**config.mk**
```make
export PLATFORM = sky130hd
export DESIGN_NAME = keypad_controller
export DESIGN_NICKNAME = d
export VERILOG_FILES = /design/src/rtl/keypad_controller.sv
export SDC_FILE = /design/constraint.sdc
export NUM_CORES = 1
export LEC_CHECK = 0
export BUFFER_PORTS_ARGS = -buffer_cell sky130_fd_sc_hd__buf_2
export CAP_MARGIN = 40
export CORE_ASPECT_RATIO = 1.1
export CORE_MARGIN = 2
export CORE_UTILIZATION = 30
export DETAILED_ROUTE_END_ITERATION = 12
export SETUP_SLACK_MARGIN = 0.05
export SYNTH_ARGS = -nofsm -noshare
export SYNTH_HDL_FRONTEND = slang
export SYNTH_SLANG_ARGS = --single-unit
```
**constraint.sdc**
```tcl
create_clock -name clk -period 2.25 [get_ports clk]
set_clock_uncertainty 0.1 [all_clocks]
set_input_delay 0.1125 -clock clk [delete_from_list [all_inputs] [get_ports clk]]
set_output_delay 0.1125 -clock clk [all_outputs]
set_load 0.02 [all_outputs]
```
**src/rtl/keypad_controller.sv**
```systemverilog
// Synchronizes, debounces and arbitrates a 15-key pad into a held note index
// plus one-cycle mode/sound pulses for the synth core.
module keypad_controller #(
  parameter int DEBOUNCE_CYCLES = 120000
) (
  input  logic        clk,
  input  logic        n_rst,
  input  logic        en,
  input  logic [14:0] keypad_i,
  output logic [3:0]  keycode,
  output logic        note_on,
  output logic        mode_key,
  output logic        sound_edge
);

  localparam int CNT_W = $clog2(DEBOUNCE_CYCLES);
  localparam logic [CNT_W-1:0] CNT_MAX = CNT_W'(DEBOUNCE_CYCLES - 1);

  localparam logic [0:0] IDLE = 1'b0;
  localparam logic [0:0] HOLD = 1'b1;

  logic [14:0]      s1_q, s2_q, s_last_q, db_q, db_prev_q;
  logic [14:0]      db_d;
  logic [CNT_W-1:0] cnt_q, cnt_d;
  logic [0:0]       state_q, state_d;
  logic [3:0]       owner_q, owner_d;
  logic [3:0]       keycode_q, keycode_d;
  logic             note_on_q, note_on_d;
  logic             mode_key_q, mode_key_d;
  logic             sound_edge_q, sound_edge_d;
  logic [12:0]      notes;

  function automatic logic [3:0] lowest(input logic [12:0] v);
    logic [3:0] idx;
    idx = 4'hF;
    for (int i = 12; i >= 0; i--) begin
      if (v[i]) idx = 4'(i);
    end
    return idx;
  endfunction

  // One shared window: any change anywhere on the pad restarts it.
  always_comb begin
    cnt_d = cnt_q;
    db_d  = db_q;
    if (s2_q != s_last_q) begin
      cnt_d = '0;
    end else if (cnt_q != CNT_MAX) begin
      cnt_d = cnt_q + 1'b1;
    end else begin
      db_d = s2_q;
    end
  end

  assign notes = db_q[12:0];

  // Hold-first arbitration; handover to the lowest remaining note is gapless.
  always_comb begin
    state_d = state_q;
    owner_d = owner_q;
    if (!en) begin
      state_d = IDLE;
    end else begin
      case (state_q)
        IDLE: begin
          if (|notes) begin
            state_d = HOLD;
            owner_d = lowest(notes);
          end
        end
        default: begin
          if (!notes[owner_q]) begin
            if (|notes) owner_d = lowest(notes);
            else        state_d = IDLE;
          end
        end
      endcase
    end
    keycode_d    = (state_d == HOLD) ? owner_d : 4'hF;
    note_on_d    = (state_d == HOLD);
    mode_key_d   = en & db_q[13] & ~db_prev_q[13];
    sound_edge_d = en & db_q[14] & ~db_prev_q[14];
  end

  always_ff @(posedge clk or negedge n_rst) begin
    if (!n_rst) begin
      s1_q         <= '0;
      s2_q         <= '0;
      s_last_q     <= '0;
      db_q         <= '0;
      db_prev_q    <= '0;
      cnt_q        <= '0;
      state_q      <= IDLE;
      owner_q      <= 4'hF;
      keycode_q    <= 4'hF;
      note_on_q    <= 1'b0;
      mode_key_q   <= 1'b0;
      sound_edge_q <= 1'b0;
    end else begin
      s1_q         <= keypad_i;
      s2_q         <= s1_q;
      s_last_q     <= s2_q;
      db_q         <= db_d;
      db_prev_q    <= db_q;
      cnt_q        <= cnt_d;
      state_q      <= state_d;
      owner_q      <= owner_d;
      keycode_q    <= keycode_d;
      note_on_q    <= note_on_d;
      mode_key_q   <= mode_key_d;
      sound_edge_q <= sound_edge_d;
    end
  end

  assign keycode    = keycode_q;
  assign note_on    = note_on_q;
  assign mode_key   = mode_key_q;
  assign sound_edge = sound_edge_q;

endmodule
```
==> results.md, run 1 <==
* Outcome: finished, final reports clean
* Fillers at ~1100
* Clock Latency Late Sink at between 300 and 400 ps
* Slowest CP cell: dfstp_2
* Post-synthesis cell count at 263
* Critical Path Most Common Cell: nand3_4
* Switching Share at 22.0%
* Required time worst endpoint at 2420 ps
* Sw Pwr at 0.732 mW
* CTS Buf Count at 9
* Antenna Cells at 0
* Syn_area_per_cell at approximately 13 µm²
* Worst min-delay path class: primary input to asynchronous set/reset pin
* Final instance area at 0.00436 mm²
* Commonest cells in the netlist: dfrtp_1, nor2_1, xor2_1, nand3_1, mux2_2
* Seq/Total Area, Yosys at 64.5%
* DR iter-0 viols at 71
* Synth area leader: dfrtp_1
* TritonCTS clock tree: built
* Final GP Congestion at 0.841
* R2r worst-path depth at 5
* Max-slew headroom at 57.2%
* DRC at 0
* R2r endpoint: owner_q[1]
* Slew @ Worst Pin at around 640 ps
* Slew Viols, Final at 0
* Routed wire per std cell at 12.3 µm
* DP HPWL at between 3000 and 4000 µm
* Router iterations before antenna repair at 5
* Reg clk slew, reported paths at 70 ps
* Mux share of post-synthesis cell area at 8.38%
* Main combinational cell family by area after synthesis: simple AND/OR/NAND/NOR gates
* Simple-gate share of the synthesized area at between 10% and 20%
* Post-DP Area at ~0.0039 mm²
* Die Ht at about 120 µm
* First-pass GRT wire length at 10400 µm
* Total routing usage reported by global routing at a little over a tenth
* Area contributors post-synth: dfrtp_1, dfstp_2, xor2_1, mux2_2, nor2_1
* Die area at 0.0126 mm²
* Crit path largest cell delay at 610 ps
* Hold Vio Cnt, Final at 0
* Pleak at 1.90 nW
* CP startpoint kind: flip-flop
* Flops & latches, synth at 90
* Crit path cell chain: mux4_2 > mux2_2 > nand3_4 > nand3_4 > mux2_4
* Synthesized area at about 0.0035 mm²
* Chip Width at between 100 and 150 µm
* Share of post-route cells with drive strength above 1 at 26.1%
* Setup repair after global routing missed its margin: no
* Top-count cell post-synth: dfrtp_1
* Via density per instance at between 4 and 5
* Routed Antenna Nets at 0
* Minimum clock period at roughly 2100 ps
* Peak VDD IR at about 0.00038 V
* Max_cap viols at 0
* Pin count of the biggest net entering global routing at 50
* Fraction of synthesized cell area in xor and xnor cells at under 10%
* # setup viols final at 0
* H-tree level count at 3
* Vias in the first global route at 2140
* Part of the power in registers at 50.6%
* Setup TNS at 0 ps
* Port buffer count at 24
* R2r setup slk at 110 ps
* Area Overhead vs Synth at 24.2%
* Internal power at 2.59 mW
* Post-synth net total at 282
* Row cnt at 41
* Root Driver: clkbuf_16
* EDFF count, synth at 0
* Vias at 2085
* Count of cell types in the netlist at 45
* Crit path max fanout at 6
* Core ar. at 0.0114 mm²
* Worst EP arrival at 2320 ps
* Reg-to-Reg Start: owner_q[0]
* Final WL at 5790 µm
* Compound-cell area share of the yosys netlist at between 5 and 6%
* # IOs at 25
* WS Path Type: flip-flop to flip-flop
* Clock share of power at between 40% and 50%
* Ys flop type: dfrtp_1
* Adder-cell share of the synthesized area at 0.357%
* Logic pwr share at 3.0%
* Global route overflow at 0
* PD cells at 762 mW/mm²
* CP Capture Type: flip-flop
* Period utilization at 95.3%
* Synth top area share at 58.5%
* CTS Sinks at 90
* Max frequency at about 470 MHz
* Nets at ~340
* Clock Tree Buf Depth at 2
* Fraction of registers with async set/reset at 100%
* Ys Warns at 0
* Antenna violations before repair at 0
* Initial Utilization at between 30% and 40%
[routing by layer]
| metal | global-route usage (%) | up-vias | part of all wire [%] |
|---|---|---|---|
| met2 | 15.9 | 31 | 47 |
| met1 | 13.7 | 1030 | 47 |
| met3 | 2.17 | 11 | 2.4 |
| met4 | 6.09 | 0 | 3.0 |
| li1 | - | 1013 | - |
| met5 | 0 | - | 0 |
[metrics by stage]
| stage | std cells | hold slack (ps) | total power [mW] | util, % | worst slack, ps |
|---|---|---|---|---|---|
| 2_1_floorplan | 263 | -283 | 1.73 | - | 170 |
| 3_3_place_gp | 438 | 70.2 | 1.79 | 33.7 | 116 |
| 3_5_place_dp | 438 | 81.0 | 1.79 | 33.7 | 102 |
| 4_1_cts | 471 | 249 | 3.37 | 37.9 | 88.1 |
| 5_1_grt | 472 | 254 | 3.46 | 38.1 | 51.7 |
| 6_report | 472 | 220 | 3.32 | 38.1 | 106 |
[logic make-up after synthesis]
| kind of cell | after synthesis |
|---|---|
| buffers and inverters | 11 |
| AO/OA/AOI/OAI | 23 |
| XOR/XNOR | 30 |
| AND/OR/NAND/NOR | 85 |
| flip-flops | 90 |
| multiplexers | 23 |
| adder cells (fa/ha/maj) | 1 |
[sequential cells by signal (all words and copies together) (netlist names)]
signal	flops
s_last_q	15
keycode	4
s1_q	15
db_prev_q	2
owner_q	4
cnt_q	17
note_on	1
s2_q	15
db_q	15
sound_edge	1
mode_key	1
[cells in the final DEF (no fill, tap or decap), types with 8 or more instances in the layout]
cell type      Yosys  final
nor2_1            29     29
dfstp_2            8      8
nand2_1           14     14
clkbuf_16          0      9
mux2_2            16     16
xnor2_1            8      8
xor2_1            22     22
buf_2              1     23
dlygate4sd3_1      0     17
dfrtp_1           82     82
nand3_1           17     17
[repair_timing]
action                                  in CTS  in global routing
endpoints found under the setup margin       0                 18
resized for setup                            0                  4
buffers inserted                             0                  1
hold endpoints to repair                    58                  0
hold buffers                                17                  0
[power by group through the flow]
stage / clock, mW / sequential, mW / combinational, mW
2_1_floorplan: 0 / 1.71 / 0.0204
3_3_place_gp: 0 / 1.71 / 0.0751
3_5_place_dp: 0 / 1.71 / 0.0765
4_1_cts: 1.59 / 1.68 / 0.0993
5_1_grt: 1.66 / 1.69 / 0.113
6_report: 1.54 / 1.68 / 0.0980
[layout make-up]
type,instances,area (µm²),share of cell area (%)
flip-flops and latches,90,2260,51.9
multi-input cells,162,1200,27.6
repair buffers,48,370,8.50
clock buffers,9,225,5.17
well taps,150,188,4.31
clock inverters,7,85.1,1.95
inverters,6,22.5,0.517
[how the worst max path moves through the flow]
stage / start / end / slack, ps / cells after the start
after floorplan: owner_q[0] / owner_q[0] / 170 / 6
after global placement: s2_q[10] / db_q[10] / 120 / 6
after detailed placement: owner_q[0] / owner_q[1] / 100 / 5
after CTS: owner_q[0] / owner_q[1] / 90 / 5
after global routing: owner_q[0] / owner_q[1] / 50 / 5
final: owner_q[0] / owner_q[1] / 110 / 5
[worst max-delay path, delay by kind of cell, from the launching register on]
family | cells | cell delay (ps)
mux | 3 | 1140
flops | 1 | 610
simple gates | 2 | 230
Note: power is estimated with default switching activity, not from simulation.
==> run 2: changes to the inputs <==
ABC_AREA = 1   (was unset)
==> results.md, run 2 <==
* Outcome: finished, final reports clean
* Logic pwr share at 3.5%
* Compound-cell area share of the yosys netlist at 4.22%
* Biggest register: cnt_q
* Simple-gate share of the synthesized area at 24.4%
* Most frequent cells in the layout: nand2_1, dfrtp_1, inv_1, nor2_1, buf_2
* Commonest cells in the netlist: nand2_1, dfrtp_1, inv_1, nor2_1, nand4_1
* Clock Latency Late Sink at around 340 ps
* Adder-cell share of the synthesized area at 0.343%
* H-tree level count at 3
* Post-CTS resize count at 0
* Chip Width at roughly 110 µm
* Setup TNS at 0 ps
* Worst EP arrival at 2040 ps
* Area Overhead vs Synth at 21.8%
* Worst min-delay path class: primary input to asynchronous set/reset pin
* Final GP Congestion at 0.825
* # setup viols final at 0
* Pin count of the biggest net entering global routing at 52
* Synth area leader: dfrtp_1
* Fraction of registers with async set/reset at between 90% and 100%
* Max frequency at 523 MHz
* DR iter-0 viols at 161
* Minimum clock period at 1910 ps
* Final critical-path setup slack at 336 ps
* Core ar. at 0.0120 mm²
* Ys flop type: dfrtp_1
* Fraction of synthesized cell area in xor and xnor cells at 4.08%
* Final core occ at 37.1%
* Flops & latches, synth at 90
* Required time worst endpoint at 2380 ps
* Syn_area_per_cell at 10.2 µm²
* Post-synth net total at about 380
* Via density per instance at 4.28
* Die area at 0.0131 mm²
* WS Path Type: flip-flop to flip-flop
* Clock share of power at 44.4%
* Fillers at 1205
* Share of post-route cells with drive strength above 1 at around 17%
* EDFF count, synth at 0
* Post-synthesis cell count at 358
* Router iterations before antenna repair at 4
* CTS Buf Count at 9
* Max_cap viols at 0
* Slowest CP cell: dfrtp_1
* Antenna Cells at 0
* Crit path largest cell delay at 390 ps
* Synth top area share at 56.2%
* Hold Vio Cnt, Final at 0
* Seq/Total Area, Yosys at 62.0%
* CP startpoint kind: flip-flop
* Ys Warns at 0
* PD cells at 730 mW/mm²
* Sw Pwr at 0.748 mW
* Crit path cell chain: ha_1 > nand2_1 > inv_1 > nand2_1 > nor2_2 > nand2_1 > nor3_2 > nand2_1 > nor2_1 > nand2_1 > nand2_1 > nor2_1
* Slew Viols, Final at 0
* Pre-CTS worst setup slack at ~360 ps
* Pleak at 2.00 nW
* Slew @ Worst Pin at between 500 and 600 ps
* Reg clk slew, reported paths at 60 ps
* Port buffer count at 24
* Reg-to-Reg Start: cnt_q[0]
* Setup Buffers After CTS at 0
* Internal power at 2.50 mW
* Most common cell after layout, fill and taps aside: nand2_1
* CP bufs+invs at 1
* First-pass GRT wire length at 10800 µm
* Period utilization at 85.1%
* Max FFs per register at 17
* Routed Antenna Nets at 0
* DP HPWL at 4420 µm
* Part of the power in registers at 52.1%
* Clock Tree Buf Depth at 2
* DRC at 0
* Final WL at 6180 µm
* Switching Share at 23.1%
* Count of cell types in the netlist at 32
* Setup repair after global routing missed its margin: no
* Antenna violations before repair at 0
* Routed wire per std cell at 10.9 µm
* Vias in the first global route at 2333
* Synthesized area at 0.00365 mm²
* Root Driver: clkbuf_16
* Fin cells at 569
* Nets at about 430
* Area contributors post-synth: dfrtp_1, nand2_1, dfstp_2, inv_1, nand4_1
* Die Ht at 120 µm
* Inst Count DP at between 500 and 600
* Main combinational cell family by area after synthesis: simple AND/OR/NAND/NOR gates
* TritonCTS clock tree: built
* Critical path's top delay family: simple AND/OR/NAND/NOR gates
* Peak VDD IR at approximately 0.0004 V
* Critical Path Most Common Cell: nand2_1
* CP Capture Type: flip-flop
* CTS Sinks at 90
* Global route overflow at 0
* Crit path max fanout at 5
* Vias at 2438
* Row cnt at 42
* Total routing usage reported by global routing at 10.5%
* Mux share of post-synthesis cell area at 0%
* Initial Utilization at around 30%
* # IOs at 25
* Top-count cell post-synth: nand2_1
* Hold_ws at 194 ps
* Max-slew headroom at about two thirds
* Beginning of the critical path: cnt_q[0]
==> run 2: worst register-to-register path: stages, from the launching register on <==
cell and delay (ps):
dfrtp_1 390, ha_1 250, nand2_1 70, inv_1 50
nand2_1 120, nor2_2 170, nand2_1 120, nor3_2 140
nand2_1 110, nor2_1 130, nand2_1 70, nand2_1 60
nor2_1 40
==> run 2: metal layers <==
metal / up-vias / part of all wire [%] / track usage (%)
li1: 1268 / - / -
met1: 1115 / 49 / 13.9
met2: 42 / 45 / 15.8
met3: 13 / 3.0 / 2.39
met4: 0 / 3.3 / 6.17
met5: - / 0 / 0
==> run 2: kinds of logic (layout without fill, tap and decap cells) <==
kind of cell | Yosys count | in the layout
compound gates | 26 | 26
xor+xnor | 17 | 17
flops | 90 | 90
simple gates | 181 | 181
fa+ha+maj | 1 | 1
buf+inv | 43 | 100
==> run 2: cell type report <==
cell class,count,area (µm²),area share (%)
clock buffer,9,225,5.06
timing repair buffer,47,350,7.88
inverter,37,139,3.12
clock inverter,7,71.3,1.60
sequential,90,2260,50.9
tap,154,193,4.33
multi-input combinational,225,1210,27.1
==> run 2: path summary, 6_finish.rpt <==
path | to | slack (ps) | cells after the start
max | cnt_q[14] | 340 | 12
min reg2reg | s2_q[3] | 250 | 0
max reg2reg | cnt_q[14] | 340 | 12
min | s1_q[1] | 190 | 2
min in group clk | s2_q[3] | 250 | 0
max in group asynchronous | s1_q[12] | 1220 | 3
==> run 2: metrics by stage <==
stage | power (mW) | instance area [µm²]
4_1_cts | 3.30 | 4450
3_5_place_dp | 1.82 | 3980
5_1_grt | 3.38 | 4450
6_report | 3.25 | 4450
3_3_place_gp | 1.81 | 3980
2_1_floorplan | 1.75 | 3650
==> run 2: what timing repair did <==
item                       4_1_cts  5_1_grt
setup endpoints to repair        0        0
hold buffers                    17        0
hold endpoints to repair        48        0
==> run 2: power by group through the flow <==
stage                     Combinational [mW]  Sequential, mW  Clock [mW]
after floorplan                       0.0384            1.71           0
after global placement                0.0943            1.72           0
after detailed placement              0.0957            1.72           0
after CTS                              0.118            1.69        1.49
after global routing                   0.130            1.69        1.55
final                                  0.113            1.69        1.44
==> run 3: changes to the inputs <==
clock period = 1.85 ns   (was 2.25 ns; I/O delays follow)
==> results.md, run 3 (synthesized netlist as in run 2, its figures left out) <==
* Root Driver: clkbuf_16
* Most common cell after layout, fill and taps aside: nand2_1
* Total routing usage reported by global routing at a little under an eighth
* Vias in the first global route at roughly 2500
* GRT busiest layer: met2
* Routed wire per std cell at around 12 µm
* Hold_ws at 147 ps
* Most frequent cells in the layout: nand2_1, dfrtp_1, inv_1, buf_4, nor2_1
* Slew @ Worst Pin at 444 ps
* Logic pwr share at 3.6%
* CP Capture Type: flip-flop
* Hold Vio Cnt, Final at 0
* Fin cells at around 600
* DP HPWL at around 4500 µm
* WS Path Type: flip-flop to flip-flop
* Peak VDD IR at 0.000553 V
* Share of post-route cells with drive strength above 1 at between 20% and 30%
* Slew Viols, Final at 0
* Max_cap viols at 0
* Met1 Usage GRT at 14.6%
* Final GP Congestion at 0.866
* Period utilization at 94.3%
* DRC at 0
* First-pass GRT wire length at approximately 12000 µm
* DR iter-0 viols at approximately 160
* Global route overflow at 0
* R2r setup slk at between 100 and 150 ps
* Setup repair after global routing missed its margin: yes
* H-tree level count at 3
* GRT met3 Usage at 3.26%
* Final WL at 6960 µm
* Antenna violations before repair at 0
* Max FFs per register at 17
* Clock Latency Late Sink at 340 ps
* PD cells at around 850 mW/mm²
* TritonCTS clock tree: built
* Vias at 2619
* Via density per instance at roughly 4.4
* Routed Antenna Nets at 0
* Initial Utilization at between 30% and 40%
* GR Util met2 at 18.8%
* Clock Tree Buf Depth at 2
* # setup viols final at 0
* Outcome: finished, final reports clean
* CTS Sinks at 90
* Nets at about 460
* Pleak at 2.19 nW
* Final critical-path setup slack at 105 ps
* Required time worst endpoint at 1980 ps
* CTS Buf Count at 9
* Pin count of the biggest net entering global routing at 46
* Max-slew headroom at 70.4%
* Internal power at ~3.2 mW
* Router iterations before antenna repair at 4
* Biggest register: cnt_q
* Chip Width at 109 µm
* Die area at 0.0131 mm²
* Sw Pwr at between 0.9 and 1 mW
* Die Ht at between 100 and 150 µm
* Part of the power in registers at 50.4%
* Clock share of power at 46.0%
* Max frequency at ~570 MHz
* Worst min-delay path class: primary input to asynchronous set/reset pin
* Area Overhead vs Synth at 30.9%
* Switching Share at approximately 22%
* Crit path max fanout at 3
* Antenna Cells at 0
* Port buffer count at 24
* Row cnt at 42
* Pre-CTS worst setup slack at 3.98 ps
* # IOs at 25
* Reg clk slew, reported paths at ~70 ps
* Core ar. at roughly 0.012 mm²
* Inst Count DP at between 500 and 600
* Minimum clock period at 1740 ps
* Worst EP arrival at 1880 ps
* CP startpoint kind: flip-flop
==> run 3: cell types whose count changed in the layout (fill, tap and decap cells not counted), sizes merged <==
cell and delta:
inv +2, nand3 +1, clkinv -1, bufinv +1, buf +25, clkinvlp -2
==> run 3: final cells by class <==
cell class              count  area, µm²
well taps                 154        193
clock buffers               9        225
multi-input cells         226       1320
clock inverters             7       87.6
repair buffers             72        551
inverters                  37        139
fillers                  1159       7200
flip-flops and latches     90       2260
==> run 3: per-stage QoR <==
step / instance area, µm² / setup TNS, ps / power, mW / utilization (%)
3_5_place_dp: 4030 / 0 / 2.21 / 33.6
2_1_floorplan: 3650 / 0 / 2.13 / -
3_3_place_gp: 4030 / 0 / 2.21 / 33.6
5_1_grt: 4780 / -41.3 / 4.25 / 39.9
6_report: 4780 / 0 / 4.08 / 39.9
4_1_cts: 4590 / 0 / 4.15 / 38.3
==> run 3: worst paths after layout <==
kind                           from        end  cells past startpoint
max                        cnt_q[1]  cnt_q[14]                     12
min                           n_rst   db_q[11]                      2
max reg2reg                cnt_q[1]  cnt_q[14]                     12
min reg2reg                s1_q[12]   s2_q[12]                      0
max in group asynchronous     n_rst   s1_q[13]                      3
min in group clk           s1_q[12]   s2_q[12]                      0
==> run 3: what timing repair did <==
| item | 4_1_cts | 5_1_grt |
|---|---|---|
| buffers inserted | 9 | 10 |
| endpoints found under the hold margin | 52 | 0 |
| setup endpoints to repair | 9 | 38 |
| resized for setup | 1 | 26 |
| cloned | 1 | 0 |
| hold buffers | 17 | 0 |
| pin swaps | 4 | 10 |
==> run 3: metal layers <==
metal | wire [µm] | vias up
met5 | 0 | -
met4 | 115 | 0
met3 | 245 | 8
met2 | 3470 | 40
met1 | 3140 | 1250
li1 | - | 1321
==> run 3: power groups by stage <==
stage	combinational, mW	clock, mW	sequential [mW]
finish	0.145	1.88	2.06
global route	0.165	2.03	2.06
CTS	0.147	1.94	2.06
detailed placement	0.118	0	2.09
global placement	0.116	0	2.09
floorplan	0.0467	0	2.08
==> run 3: worst max-delay path: stages, from the launching register on <==
cell     delay (ps)
dfrtp_1         360
ha_2            180
nand2_1          50
inv_1            60
nand2_2          80
nor2_4          130
nand2_4          70
nor3_4          220
nand2_2         100
nor2_2          130
nand2_1          60
nand2_1          60
nor2_1           30
